### src/rtl/ps2_pkg.sv
// Shared PS/2 definitions: host-transmit state encoding, command bytes and
// the time-to-cycle conversion used to size the protocol timers.
package ps2_pkg;

    typedef enum logic [2:0] {
        ST_IDLE,
        ST_INHIBIT,
        ST_RTS,
        ST_SHIFT,
        ST_ACK,
        ST_RECOVER
    } ps2_tx_state_e;

    localparam logic [7:0] PS2_CMD_SET_LEDS = 8'hED;
    localparam logic [7:0] PS2_CMD_RESET    = 8'hFF;
    localparam logic [7:0] PS2_CMD_ENABLE   = 8'hF4;
    localparam logic [7:0] PS2_RESP_ACK     = 8'hFA;

    localparam int unsigned PS2_CNT_W = 19;

    // Cycles for 'amount' units of time, where per_second is 1e6 for us or 1e3 for ms.
    function automatic int unsigned time_to_cycles(input int unsigned clk_hz,
                                                   input int unsigned amount,
                                                   input int unsigned per_second);
        longint unsigned product;
        product = 64'(clk_hz) * 64'(amount);
        return 32'(product / 64'(per_second));
    endfunction

    function automatic logic odd_parity(input logic [7:0] value);
        return ~^value;
    endfunction

endpackage

### src/rtl/ps2_line_sync.sv
// Two-flop synchroniser for one PS/2 line with a falling-edge strobe
// (one cycle where the previous synchronised level was 1 and the current is 0).
module ps2_line_sync (
    input  logic clk,
    input  logic rst_n,
    input  logic pin,
    output logic level,
    output logic fall
);

    logic meta;
    logic prev;

    always_ff @(posedge clk) begin
        // NOTE: flops reset to 1 (idle bus) so leaving reset never looks like a falling edge.
        if (!rst_n) begin
            meta  <= 1'b1;
            level <= 1'b1;
            prev  <= 1'b1;
        end else begin
            meta  <= pin;
            level <= meta;
            prev  <= level;
        end
    end

    assign fall = prev & ~level;

endmodule

### src/rtl/ps2_host_tx.sv
// PS/2 host-to-device byte transmitter with open-drain pull-down enables.
// Optional macro PS2_TX_RETRY_EN: retry a NACKed or timed-out byte up to MAX_RETRY times.
module ps2_host_tx #(
    parameter int unsigned CLK_HZ            = 25_000_000,
    parameter int unsigned INHIBIT_US        = 100,
    parameter int unsigned START_TIMEOUT_MS  = 15,
    parameter int unsigned PACKET_TIMEOUT_MS = 2,
    parameter int unsigned MAX_RETRY         = 2
) (
    input  logic       CLK_25M,
    input  logic       Reset_N,
    input  logic       Key_Clk,
    input  logic       Key_Data,
    input  logic [7:0] Tx_Data,
    input  logic       Tx_Valid,
    output logic       Tx_Ready,
    output logic       Key_Clk_Drive_Low,
    output logic       Key_Data_Drive_Low,
    output logic       Tx_Busy,
    output logic       Tx_Done,
    output logic       Tx_Error
);

    import ps2_pkg::*;

    localparam int unsigned INHIBIT_CYC = time_to_cycles(CLK_HZ, INHIBIT_US, 1_000_000);
    localparam int unsigned START_CYC   = time_to_cycles(CLK_HZ, START_TIMEOUT_MS, 1_000);
    localparam int unsigned PACKET_CYC  = time_to_cycles(CLK_HZ, PACKET_TIMEOUT_MS, 1_000);

    localparam logic [PS2_CNT_W-1:0] INHIBIT_LAST = PS2_CNT_W'(INHIBIT_CYC - 1);
    localparam logic [PS2_CNT_W-1:0] START_LAST   = PS2_CNT_W'(START_CYC - 1);
    localparam logic [PS2_CNT_W-1:0] PACKET_LAST  = PS2_CNT_W'(PACKET_CYC - 1);

`ifdef PS2_TX_RETRY_EN
    localparam logic [3:0] RETRY_LIMIT = 4'(MAX_RETRY);
`else
    // Without retries every failure is final, whatever MAX_RETRY says.
    localparam logic [3:0] RETRY_LIMIT = 4'(MAX_RETRY * 0);
`endif

    ps2_tx_state_e        state;
    logic [8:0]           frame;
    logic [8:0]           shift;
    logic [3:0]           bit_cnt;
    logic [PS2_CNT_W-1:0] cnt;
    logic [3:0]           attempt;
    logic                 failed;

    logic clk_level, clk_fall, data_level;

    ps2_line_sync u_clk_sync (
        .clk   (CLK_25M),
        .rst_n (Reset_N),
        .pin   (Key_Clk),
        .level (clk_level),
        .fall  (clk_fall)
    );

    ps2_line_sync u_data_sync (
        .clk   (CLK_25M),
        .rst_n (Reset_N),
        .pin   (Key_Data),
        .level (data_level),
        .fall  ()
    );

    always_ff @(posedge CLK_25M) begin
        if (!Reset_N) begin
            state              <= ST_IDLE;
            frame              <= '0;
            shift              <= '0;
            bit_cnt            <= '0;
            cnt                <= '0;
            attempt            <= '0;
            failed             <= 1'b0;
            Tx_Ready           <= 1'b1;
            Tx_Busy            <= 1'b0;
            Key_Clk_Drive_Low  <= 1'b0;
            Key_Data_Drive_Low <= 1'b0;
            Tx_Done            <= 1'b0;
            Tx_Error           <= 1'b0;
        end else begin
            Tx_Done  <= 1'b0;
            Tx_Error <= 1'b0;
            case (state)
                ST_IDLE: begin
                    if (Tx_Valid) begin
                        frame             <= {odd_parity(Tx_Data), Tx_Data};
                        shift             <= {odd_parity(Tx_Data), Tx_Data};
                        bit_cnt           <= '0;
                        cnt               <= '0;
                        attempt           <= '0;
                        failed            <= 1'b0;
                        Key_Clk_Drive_Low <= 1'b1;
                        Tx_Ready          <= 1'b0;
                        Tx_Busy           <= 1'b1;
                        state             <= ST_INHIBIT;
                    end
                end

                ST_INHIBIT: begin
                    if (cnt == INHIBIT_LAST) begin
                        Key_Clk_Drive_Low  <= 1'b0;
                        Key_Data_Drive_Low <= 1'b1;
                        cnt                <= '0;
                        state              <= ST_RTS;
                    end else begin
                        cnt <= cnt + 1'b1;
                    end
                end

                // The first device edge clocks out the start bit; the host answers with bit 0.
                ST_RTS: begin
                    if (clk_fall) begin
                        Key_Data_Drive_Low <= ~shift[0];
                        shift              <= {1'b1, shift[8:1]};
                        bit_cnt            <= 4'd1;
                        cnt                <= '0;
                        state              <= ST_SHIFT;
                    end else if (cnt == START_LAST) begin
                        Key_Data_Drive_Low <= 1'b0;
                        failed             <= 1'b1;
                        cnt                <= '0;
                        state              <= ST_RECOVER;
                    end else begin
                        cnt <= cnt + 1'b1;
                    end
                end

                // Ones fill from the top, so the tenth edge naturally releases data (stop bit).
                ST_SHIFT: begin
                    if (cnt == PACKET_LAST) begin
                        Key_Data_Drive_Low <= 1'b0;
                        failed             <= 1'b1;
                        cnt                <= '0;
                        state              <= ST_RECOVER;
                    end else begin
                        cnt <= cnt + 1'b1;
                        if (clk_fall) begin
                            Key_Data_Drive_Low <= ~shift[0];
                            shift              <= {1'b1, shift[8:1]};
                            bit_cnt            <= bit_cnt + 1'b1;
                            if (bit_cnt == 4'd9) begin
                                state <= ST_ACK;
                            end
                        end
                    end
                end

                // Packet timer keeps running from SHIFT: the limit covers first edge to ack.
                ST_ACK: begin
                    if (cnt == PACKET_LAST) begin
                        failed <= 1'b1;
                        cnt    <= '0;
                        state  <= ST_RECOVER;
                    end else if (clk_fall) begin
                        failed <= data_level;
                        cnt    <= '0;
                        state  <= ST_RECOVER;
                    end else begin
                        cnt <= cnt + 1'b1;
                    end
                end

                ST_RECOVER: begin
                    if (clk_level && data_level) begin
                        if (failed && attempt != RETRY_LIMIT) begin
                            attempt           <= attempt + 1'b1;
                            failed            <= 1'b0;
                            shift             <= frame;
                            bit_cnt           <= '0;
                            cnt               <= '0;
                            Key_Clk_Drive_Low <= 1'b1;
                            state             <= ST_INHIBIT;
                        end else begin
                            Tx_Done  <= ~failed;
                            Tx_Error <= failed;
                            Tx_Ready <= 1'b1;
                            Tx_Busy  <= 1'b0;
                            state    <= ST_IDLE;
                        end
                    end
                end

                default: begin
                    Key_Clk_Drive_Low  <= 1'b0;
                    Key_Data_Drive_Low <= 1'b0;
                    Tx_Ready           <= 1'b1;
                    Tx_Busy            <= 1'b0;
                    state              <= ST_IDLE;
                end
            endcase
        end
    end

endmodule

### config.mk
export PLATFORM = sky130hd
export DESIGN_NAME = ps2_host_tx
export DESIGN_NICKNAME = d
export VERILOG_FILES = /design/src/rtl/ps2_pkg.sv /design/src/rtl/ps2_line_sync.sv /design/src/rtl/ps2_host_tx.sv
export SDC_FILE = /design/constraint.sdc
export NUM_CORES = 1
export LEC_CHECK = 0
export CORE_MARGIN = 4
export CORE_UTILIZATION = 45
export DETAILED_ROUTE_END_ITERATION = 8
export GPL_TIMING_DRIVEN = 1
export PLACE_DENSITY = 0.7
export SYNTH_ARGS = -nofsm -noshare
export SYNTH_HDL_FRONTEND = slang
export SYNTH_SLANG_ARGS = --single-unit
### constraint.sdc
create_clock -name CLK_25M -period 3.73 [get_ports CLK_25M]
set_input_delay 0.746 -clock CLK_25M [delete_from_list [all_inputs] [get_ports CLK_25M]]
set_output_delay 0.746 -clock CLK_25M [all_outputs]
set_load 0.05 [all_outputs]
[After elaboration in Yosys (flattened, before gate mapping)]
Cells that the tools add are included.
Cells by class
  add/sub/neg operators: 3
  $mul: 0
  div/mod/pow operators: 0
  order comparisons: 0
  equality and inequality tests: 24
  shifts and indexed selects: 0
  muxes and demuxes: 64
  bitwise operators: 10
  reduce and logical (&&, ||, !) cells: 24
Operator list (count)
  2-to-1 mux 19 bit: 9
  one-hot mux 19 bit (6 select lines): 1
  2-to-1 mux 9 bit: 5
  one-hot mux 9 bit (4 select lines): 1
  2-to-1 mux 4 bit: 8
  2-to-1 mux 3 bit: 10
  2-to-1 mux 1 bit: 22
  inequality test 2 bit, second input constant: 11
  AND reduction 7 bit: 3
  adder 19 x 1 -> 19 bit, second input constant: 1
  equality test 19 x 12 -> 1 bit, second input constant: 1
  equality test 19 x 16 -> 1 bit, second input constant: 1
  equality test 19 bit, second input constant: 1
  one-hot mux 3 bit (6 select lines): 1
  one-hot mux 4 bit (4 select lines): 1
  AND reduction 4 bit: 4
  inequality test 3 bit, second input constant: 4
  AND reduction 5 bit: 2
  NOT 1 bit: 9
  adder 4 x 1 -> 4 bit, second input constant: 2
  one-hot mux 1 bit (4 select lines): 2
  one-hot mux 4 bit (2 select lines): 1
  nonzero test 4 bit: 2
  OR reduction 4 bit: 2
  16 further kinds: 21
Word-level totals
  register bits after elaboration: 60
  bits in latches: 0
  memory bits (writable): 0
  bits in read-only memories: 0
  output and inout bits: 6
  word-level logic and storage cells: 143
  memories kept: 0

[Longest topological paths before layout]
Gate-level depths: netlist of run 1.
  depth after elaboration: 5
  depth in mapped cells: 9
  depth with buffers taken out: 8

[Hierarchy]
Synthesis of run 1 repeated with hierarchy kept, for this count alone.
Unflattened totals
  cell total of the unflattened synthesis: 416
  area, all modules: 3423.3 sq um
Modules (own cells, without submodules)
  ps2_host_tx: instances 1, cells an instance 402, area each 3253.1 sq um, sequential area each 1101.1 sq um
  ps2_line_sync: instances 2, cells an instance 7, area each 85.1 sq um, sequential area each 60.1 sq um

[Least setup slack after synthesis of run 1]
OpenSTA, ideal clock, no wires.
  path type: reg-to-reg
  start: register cnt[0]
  end: register state[2]
  data arrival time: 2.225 ns
  data required time: 3.660 ns
  slack: 1.435 ns
  stages on the path, launching flop included: 9
  buffers on the path: 1
  period minus slack after synthesis: 2.295 ns
  cell sequence: dfxtp_1 ha_1 nand3_2 or4_4 o2111a_1 buf_6 o31ai_4 or4b_1 a21boi_1
Between the ends
  cells in the longest elaborated chain, start to end: 3
RTL lines
  start, declared: RTL line ps2_host_tx.sv:45  | logic [PS2_CNT_W-1:0] cnt;
  start signal, assigned: RTL line ps2_host_tx.sv:108  | cnt <= cnt + 1'b1;
  start signal, assigned: RTL line ps2_host_tx.sv:126  | cnt <= cnt + 1'b1;
  start signal, assigned: RTL line ps2_host_tx.sv:138  | cnt <= cnt + 1'b1;
  equality test 19 x 16 -> 1 bit (tied with other cells): RTL line ps2_host_tx.sv:132, ps2_host_tx.sv:152
  inequality test 3 bit (no line) (tied with other cells)
  AND reduction 7 bit (no line) / one-hot mux 3 bit (6 select lines) (equally long branches)
  end signal, assigned: RTL line ps2_host_tx.sv:136  | state <= ST_RECOVER;
  end signal, assigned: RTL line ps2_host_tx.sv:155  | state <= ST_RECOVER;
  end signal, assigned: RTL line ps2_host_tx.sv:159  | state <= ST_RECOVER;
  end, declared: RTL line ps2_host_tx.sv:41  | ps2_tx_state_e state;
Parallel ways exist; a longest one is shown, timed or not.
A chain may end at the register's enable or synchronous reset.

[Final worst setup path of run 1]
  start: register cnt[0]
  end: register cnt[18]
Between the ends
  cells in the longest elaborated chain, start to end: 4
RTL lines
  adder 19 x 1 -> 19 bit / equality test 19 bit (equally long branches)
  2-to-1 mux 19 bit (on tied branches): RTL line ps2_host_tx.sv:156, ps2_host_tx.sv:120
  2-to-1 mux 19 bit (on tied branches): RTL line ps2_host_tx.sv:152, ps2_host_tx.sv:114
  one-hot mux 19 bit (6 select lines) (*): RTL line ps2_host_tx.sv:85  | case (state)
Mark *: on every way between the ends. The rest lies on a longest branch, timed or not.

==> results.md, run 1 <==
- Sw power: 835.3 uW
- TritonRoute pass-1 iters: 5
- WL final: slightly above 8 mm
- Crit start category: flip-flop
- RD Place Congestion: 0.9167
- Number of global-route vias before repair: between 2000 and 3000
- Initial antenna violation count: 0
- Total power: 2233 uW
- Dpl hpwl: 5.635 mm
- Post-DRT Antenna Nets: 0
- Commonest cells post-synth: 70 x nand2_1, 60 x dfxtp_1, 26 x nor2_1
- Core area: 7331 um^2
- Final Critical Period: 2.892 ns
- Power Internal: 1398 uW
- Most common cell in the synthesized netlist: nand2_1
- Root Driver: clkbuf_8
- First-pass GRT wire length: about 14 mm
- Largest fanout on the critical path: 19
- Routed len/inst: 15.15 um
- Worst-path clk slew: 0.07 ns
- DRT iter0 DRCs: 304
- Largest net degree at the start of global routing: 44
- Critical path's top delay family: compound AO/OA/AOI/OAI gates
- RSZ-0062 raised after global routing: false
- Synth Cell Area: 3447 um^2
- Final instance count without filler cells: approximately 540
- Resize count post-CTS: 0
- Max-Cap Viols: 0
- Remaining Overflow, GRT: 0
- TritonCTS clock tree: built
- Remaining DRCs: 0
- Syn avg cell area: 8.130 um^2
- Ys Warns: 0
- Sequential fraction of design power: 37.8%
- Synth Register Bits: 60
- Hold Crit Class: flip-flop to flip-flop
- Count of final hold-check violations: 0
- # nets final: 450
- Number of enable flip-flop cells after synthesis: 0
- ANT cells: 0
- Critical path arrival: 3.08 ns
- Finished Core Util: 52.88%
- Tot GR Track Use: 19.06%
- Clk pwr share: 27.0%
- Largest area contributor in the netlist: dfxtp_1
- Sw Ratio: 37.40%
- Die height: 95.52 um
- Crit path kind: flip-flop to flip-flop
- Max clock buf depth: 2
- Postcts setup bufs: 0
- Post-CTS Hold Buffers: 0
- Synth async-reset ratio: 0%
- Hold WS: 0.4092 ns
- Via count: 3093
- Top cells by area, synth: dfxtp_1 35%, nand2_1 7.6%, mux2i_1 4.4%
- Final Max Slew Viols: 0
- Latest clock arrival within the worst-skew pair: 0.34 ns
- Seq/Total Area, Yosys: 34.85%
- IO Port Bufs: 18
- Clk_skew: ~0.0082 ns
- Max Freq: roughly 0.35 GHz
- Peak supply drop: 281.5 uV
- Drt via density: 5.781
- Die width: between 90 and 100 um
- Syn nets: 442
- Yosys cell types: 64
- Status: complete, no violations
- Slew @ Worst Pin: 0.8116 ns
- Period utilisation layout: 77.53%
- CP max stage cell: o21ai_2
- Row count: 31
- Post-Place Cells: 520
- Initial Util: 47.02%
- CP peak stage delay: 0.64 ns
- Worst Setup End Kind: flip-flop
- Cts bufs inserted: 9
- Max-slew headroom: 45.89%
- Share of the synthesized area in the top cell type: 34.85%
- CP Buf/Inv Count: 0
- Clock sinks: 60
- Setup TNS: 0 ns
- Static Leak: 0.001373 uW
- Share of layout cells above drive strength 1: between 8 and 9%
- Area delta synth->final: 12.45%
- CTS H-Tree Depth: 3
- Required time worst endpoint: 3.92 ns
- Synth Instances: 424
- Num ports: 19
- Predominant post-synthesis flop cell: dfxtp_1
- Die area: 9124 um^2
- Cell breakdown of the critical path: ha_1 > nand3_2 > or4_4 > o2111a_1 > o21ai_2 > o311ai_0
- Comb pwr share: between 30% and 40%
- Pwr Density: 576.1 nW/um^2
- Final setup fails: 0
## through the flow
| step | cell area (um^2) | setup WS [ns] |
|---|---|---|
| CTS | 3876 | 0.8504 |
| global route | 3876 | 0.6811 |
| detailed placement | 3674 | 0.6642 |
| global placement | 3674 | 0.7851 |
| floorplan | 3447 | 1.435 |
| finish | 3876 | 0.8380 |
## worst reg2reg max path: stages, from the launching register on
cell and delay, ns:
dfxtp_1 0.39, ha_1 0.26, nand3_2 0.13, or4_4 0.56, o2111a_1 0.55, o21ai_2 0.64, o311ai_0 0.22
## layout make-up
type,count,area [um^2]
Clock buffer,14,172.7
Clock inverter,1,30.03
Sequential cell,60,1201
Inverter,8,30.03
Tap cell,99,123.9
Fill cell,678,3455
Timing Repair Buffer,25,227.7
Multi-Input combinational cell,328,2091
## final timing paths
kind                               from                     endpoint  slack, ns  cells after the start
max reg2reg         cnt[0]$_SDFFE_PN0P_         cnt[18]$_SDFFE_PN0P_       0.84                      6
min reg2reg  u_clk_sync.meta$_SDFF_PN1_  u_clk_sync.level$_SDFF_PN1_       0.41                      1
max                 cnt[0]$_SDFFE_PN0P_         cnt[18]$_SDFFE_PN0P_       0.84                      6
min          u_clk_sync.meta$_SDFF_PN1_  u_clk_sync.level$_SDFF_PN1_       0.41                      1
## flip-flops by register name (all words and copies together), names as in the netlist, 3 cells and up
| signal | cells |
|---|---|
| state | 3 |
| frame | 9 |
| attempt | 4 |
| shift | 9 |
| bit_cnt | 4 |
| cnt | 19 |
## routing by layer
metal	GRT usage [%]	wire (um)	vias to the layer above
met3	4.341	422	12
met2	29.99	3763	86
met1	24.87	3775	1439
met5	0	0	-
met4	8.294	144	0
li1	-	-	1556
## power by group through the flow
stage	registers (uW)	clock network, uW	logic [uW]
4_1_cts	843	619	782
3_3_place_gp	854	0	761
3_5_place_dp	855	0	779
6_report	845	604	785
5_1_grt	858	643	863
2_1_floorplan	844	0	585
## cells in the final DEF (no fill, tap or decap), types with 9 or more instances in the layout
cell type	Yosys	routed
dfxtp_1	60	60
clkdlybuf4s50_1	0	17
nand2_1	70	70
a21oi_1	22	22
and3_1	10	10
xnor2_1	10	10
a21boi_0	12	12
o211ai_1	9	9
nand3_1	14	14
nor2b_1	11	11
o311ai_0	9	9
clkbuf_8	0	12
nand2b_1	9	9
nor2_1	26	26
o21ai_0	14	14
mux2i_1	15	15
## logic make-up (layout without fill, tap and decap cells)
group / count (synthesis) / after routing / share of synthesized area (%)
AND/OR/NAND/NOR: 181 / 181 / 26.86
buffers and inverters: 36 / 48 / 4.501
XOR/XNOR: 12 / 12 / 3.049
multiplexers: 18 / 18 / 5.336
AO/OA/AOI/OAI: 112 / 112 / 23.59
adder cells (fa/ha/maj): 5 / 5 / 1.815
flip-flops: 60 / 60 / 34.85
No activity file was read; power rests on OpenSTA's default activity.
==> inputs of run 2 (changes only) <==
==> constraint.sdc (replaced) <==
create_clock -name CLK_25M -period 2.95 [get_ports CLK_25M]
set_input_delay 0.59 -clock CLK_25M [delete_from_list [all_inputs] [get_ports CLK_25M]]
set_output_delay 0.59 -clock CLK_25M [all_outputs]
set_load 0.05 [all_outputs]
==> results.md, run 2 (synthesis results as in run 1) <==
- Drt via density: 5.826 (+0.77%)
- Worst-path clk slew: 0.07 ns (about the same)
- Total power: 2759 uW (+24%)
- Crit start category: flip-flop
- Worst Setup End Kind: flip-flop
- Max-Cap Viols: 0 (unchanged)
- Gr busiest metal: met2
- Remaining Overflow, GRT: 0 (unchanged)
- Hold Crit Start: u_clk_sync.meta$_SDFF_PN1_
- WL final: 8.374 mm (+3.3%)
- Post-CTS Hold Buffers: 0 (unchanged)
- Number of global-route vias before repair: 2952 (+1.5%)
- Resize count post-CTS: 0 (unchanged)
- Origin of the critical flop-to-flop path: state[2]$_SDFFE_PN0P_
- Max Freq: 0.3679 GHz (+6.4%)
- IO Port Bufs: 18 (unchanged)
- Max-slew headroom: 54.53% (+8.6 points)
- # nets final: 454 (+0.89%)
- Largest net degree at the start of global routing: 33 (-25%)
- CP Launch Point: state[2]$_SDFFE_PN0P_
- Die width: 95.52 um (unchanged)
- TritonCTS clock tree: built
- Cell breakdown of the critical path: buf_4 > nand2_1 > a21oi_1 > a221oi_1 > a21oi_2 > buf_12 > mux2i_1 > nor2b_1
- Latest clock arrival within the worst-skew pair: 0.34 ns (about the same)
- Static Leak: 0.001380 uW (+0.52%)
- RD Place Congestion: 0.9043 (-1.4%)
- Die height: 95.52 um (unchanged)
- DRT iter0 DRCs: 326 (+7.2%)
- Cts bufs inserted: 9 (unchanged)
- M3 GR Usage: 4.657% (+0.32 points)
- RSZ-0062 raised after global routing: false
- Final setup fails: 0 (unchanged)
- Most frequent cells in the layout: 70 x nand2_1, 60 x dfxtp_1, 26 x nor2_1
- Hold Path Cell Cnt: 1 (unchanged)
- Max FFs per register: 19 (unchanged)
- Initial Util: 47.02% (unchanged)
- Global routing usage on met2: 29.07% (-0.93 points)
- Largest registers: cnt (19), frame (9), shift (9)
- Pwr Density: 711.3 nW/um^2 (+23%)
- CTS H-Tree Depth: 3 (unchanged)
- Via count: 3146 (+1.7%)
- Remaining DRCs: 0 (unchanged)
- Slew @ Worst Pin: 0.6649 ns (-0.1468 ns)
- Count of final hold-check violations: 0 (unchanged)
- Reg with most FFs: cnt
- Critical path arrival: 2.95 ns (-0.13 ns)
- Share of layout cells above drive strength 1: 9.524% (+0.58 points)
- Hold Crit Class: flip-flop to flip-flop
- Clk_skew: 0.006931 ns (-0.001249 ns)
- Grt met1 use: 27.82% (+3.0 points)
- Row count: 31 (unchanged)
- Final Max Slew Viols: 0 (unchanged)
- Root Driver: clkbuf_8
- CP max stage cell: dfxtp_1
- Routed len/inst: 15.51 um (+2.3%)
- Required time worst endpoint: 3.18 ns (-0.74 ns)
- Num ports: 19 (unchanged)
- Worst r2r path cells: 8 (+2)
- Tot GR Track Use: 19.74% (+0.69 points)
- Postcts setup bufs: 0 (unchanged)
- Final worst setup slack: 0.2317 ns (-0.6063 ns)
- First-pass GRT wire length: 14.17 mm (+3.0%)
- Commonest non-fill, non-tap cell in the layout: nand2_1
- Max clock buf depth: 2 (unchanged)
- Clock sinks: 60 (unchanged)
- Area delta synth->final: 12.52% (about the same)
- TritonRoute pass-1 iters: 5 (unchanged)
- Status: complete, no violations
- FILL cells: 683 (+0.74%)
- Post-DRT Antenna Nets: 0 (unchanged)
- ANT cells: 0 (unchanged)
- Peak supply drop: 452.0 uV (+61%)
- CP peak stage delay: 0.70 ns (+0.06 ns)
- Setup TNS: 0 ns (unchanged)
- Initial antenna violation count: 0 (unchanged)
- Crit path kind: flip-flop to flip-flop
- Final Critical Period: 2.718 ns (-0.1737 ns)
- Core area: 7331 um^2 (unchanged)
- Pre-CTS setup slack: 0.2265 ns (-0.4378 ns)
- Die area: 9124 um^2 (unchanged)
- Dpl hpwl: 5.765 mm (+2.3%)
- Largest fanout on the critical path: 14 (-5)
- Period utilisation layout: 92.14% (+15 points)
## run 2: power by group
| group | switching, uW | leakage [uW] | internal [uW] | total [uW] |
|---|---|---|---|---|
| clock network | 313 | 0.0000844 | 326 | 639 |
| registers | 91.6 | 0.000489 | 938 | 1030 |
| logic | 674 | 0.000806 | 417 | 1090 |
| total | 1080 | 0.00138 | 1680 | 2760 |
## run 2: cell type report
| cell class | count | area (um^2) | area share, % |
|---|---|---|---|
| Clock inverter | 2 | 10.01 | 0.2581 |
| Clock buffer | 14 | 152.6 | 3.935 |
| Timing Repair Buffer | 29 | 270.3 | 6.968 |
| Inverter | 8 | 30.03 | 0.7742 |
| Multi-Input combinational cell | 328 | 2091 | 53.90 |
| Sequential cell | 60 | 1201 | 30.97 |
| Tap cell | 99 | 123.9 | 3.194 |
## run 2: path summary, 6_finish.rpt
check	endpoint	slack (ns)
setup / recovery	shift[6]$_SDFFE_PN0P_	0.23
hold / removal	u_clk_sync.level$_SDFF_PN1_	0.41
setup reg to reg	shift[6]$_SDFFE_PN0P_	0.23
hold reg to reg	u_clk_sync.level$_SDFF_PN1_	0.41
## run 2: per-stage QoR
step	std cells	hold WS [ns]	instance area, um^2	util (%)
6_report	540	0.4126	3879	52.91
5_1_grt	540	0.4329	3879	52.91
4_1_cts	540	0.4204	3879	52.91
3_5_place_dp	524	0.4057	3716	50.69
3_3_place_gp	524	0.3994	3716	50.69
2_1_floorplan	424	0.3863	3447	-
## run 2: critical path, delay by kind of cell, from the launching register on
| family | cells | cell delay [ns] |
|---|---|---|
| multiplexers | 1 | 0.20 |
| AND/OR/NAND/NOR | 2 | 0.32 |
| flip-flops | 1 | 0.70 |
| buffers and inverters | 2 | 0.52 |
| AO/OA/AOI/OAI | 3 | 0.86 |
## run 2: routing by layer
metal / up-vias / wire, um
met5: - / 0
met4: 0 / 126
met2: 90 / 3742
li1: 1565 / -
met3: 14 / 421
met1: 1477 / 4083
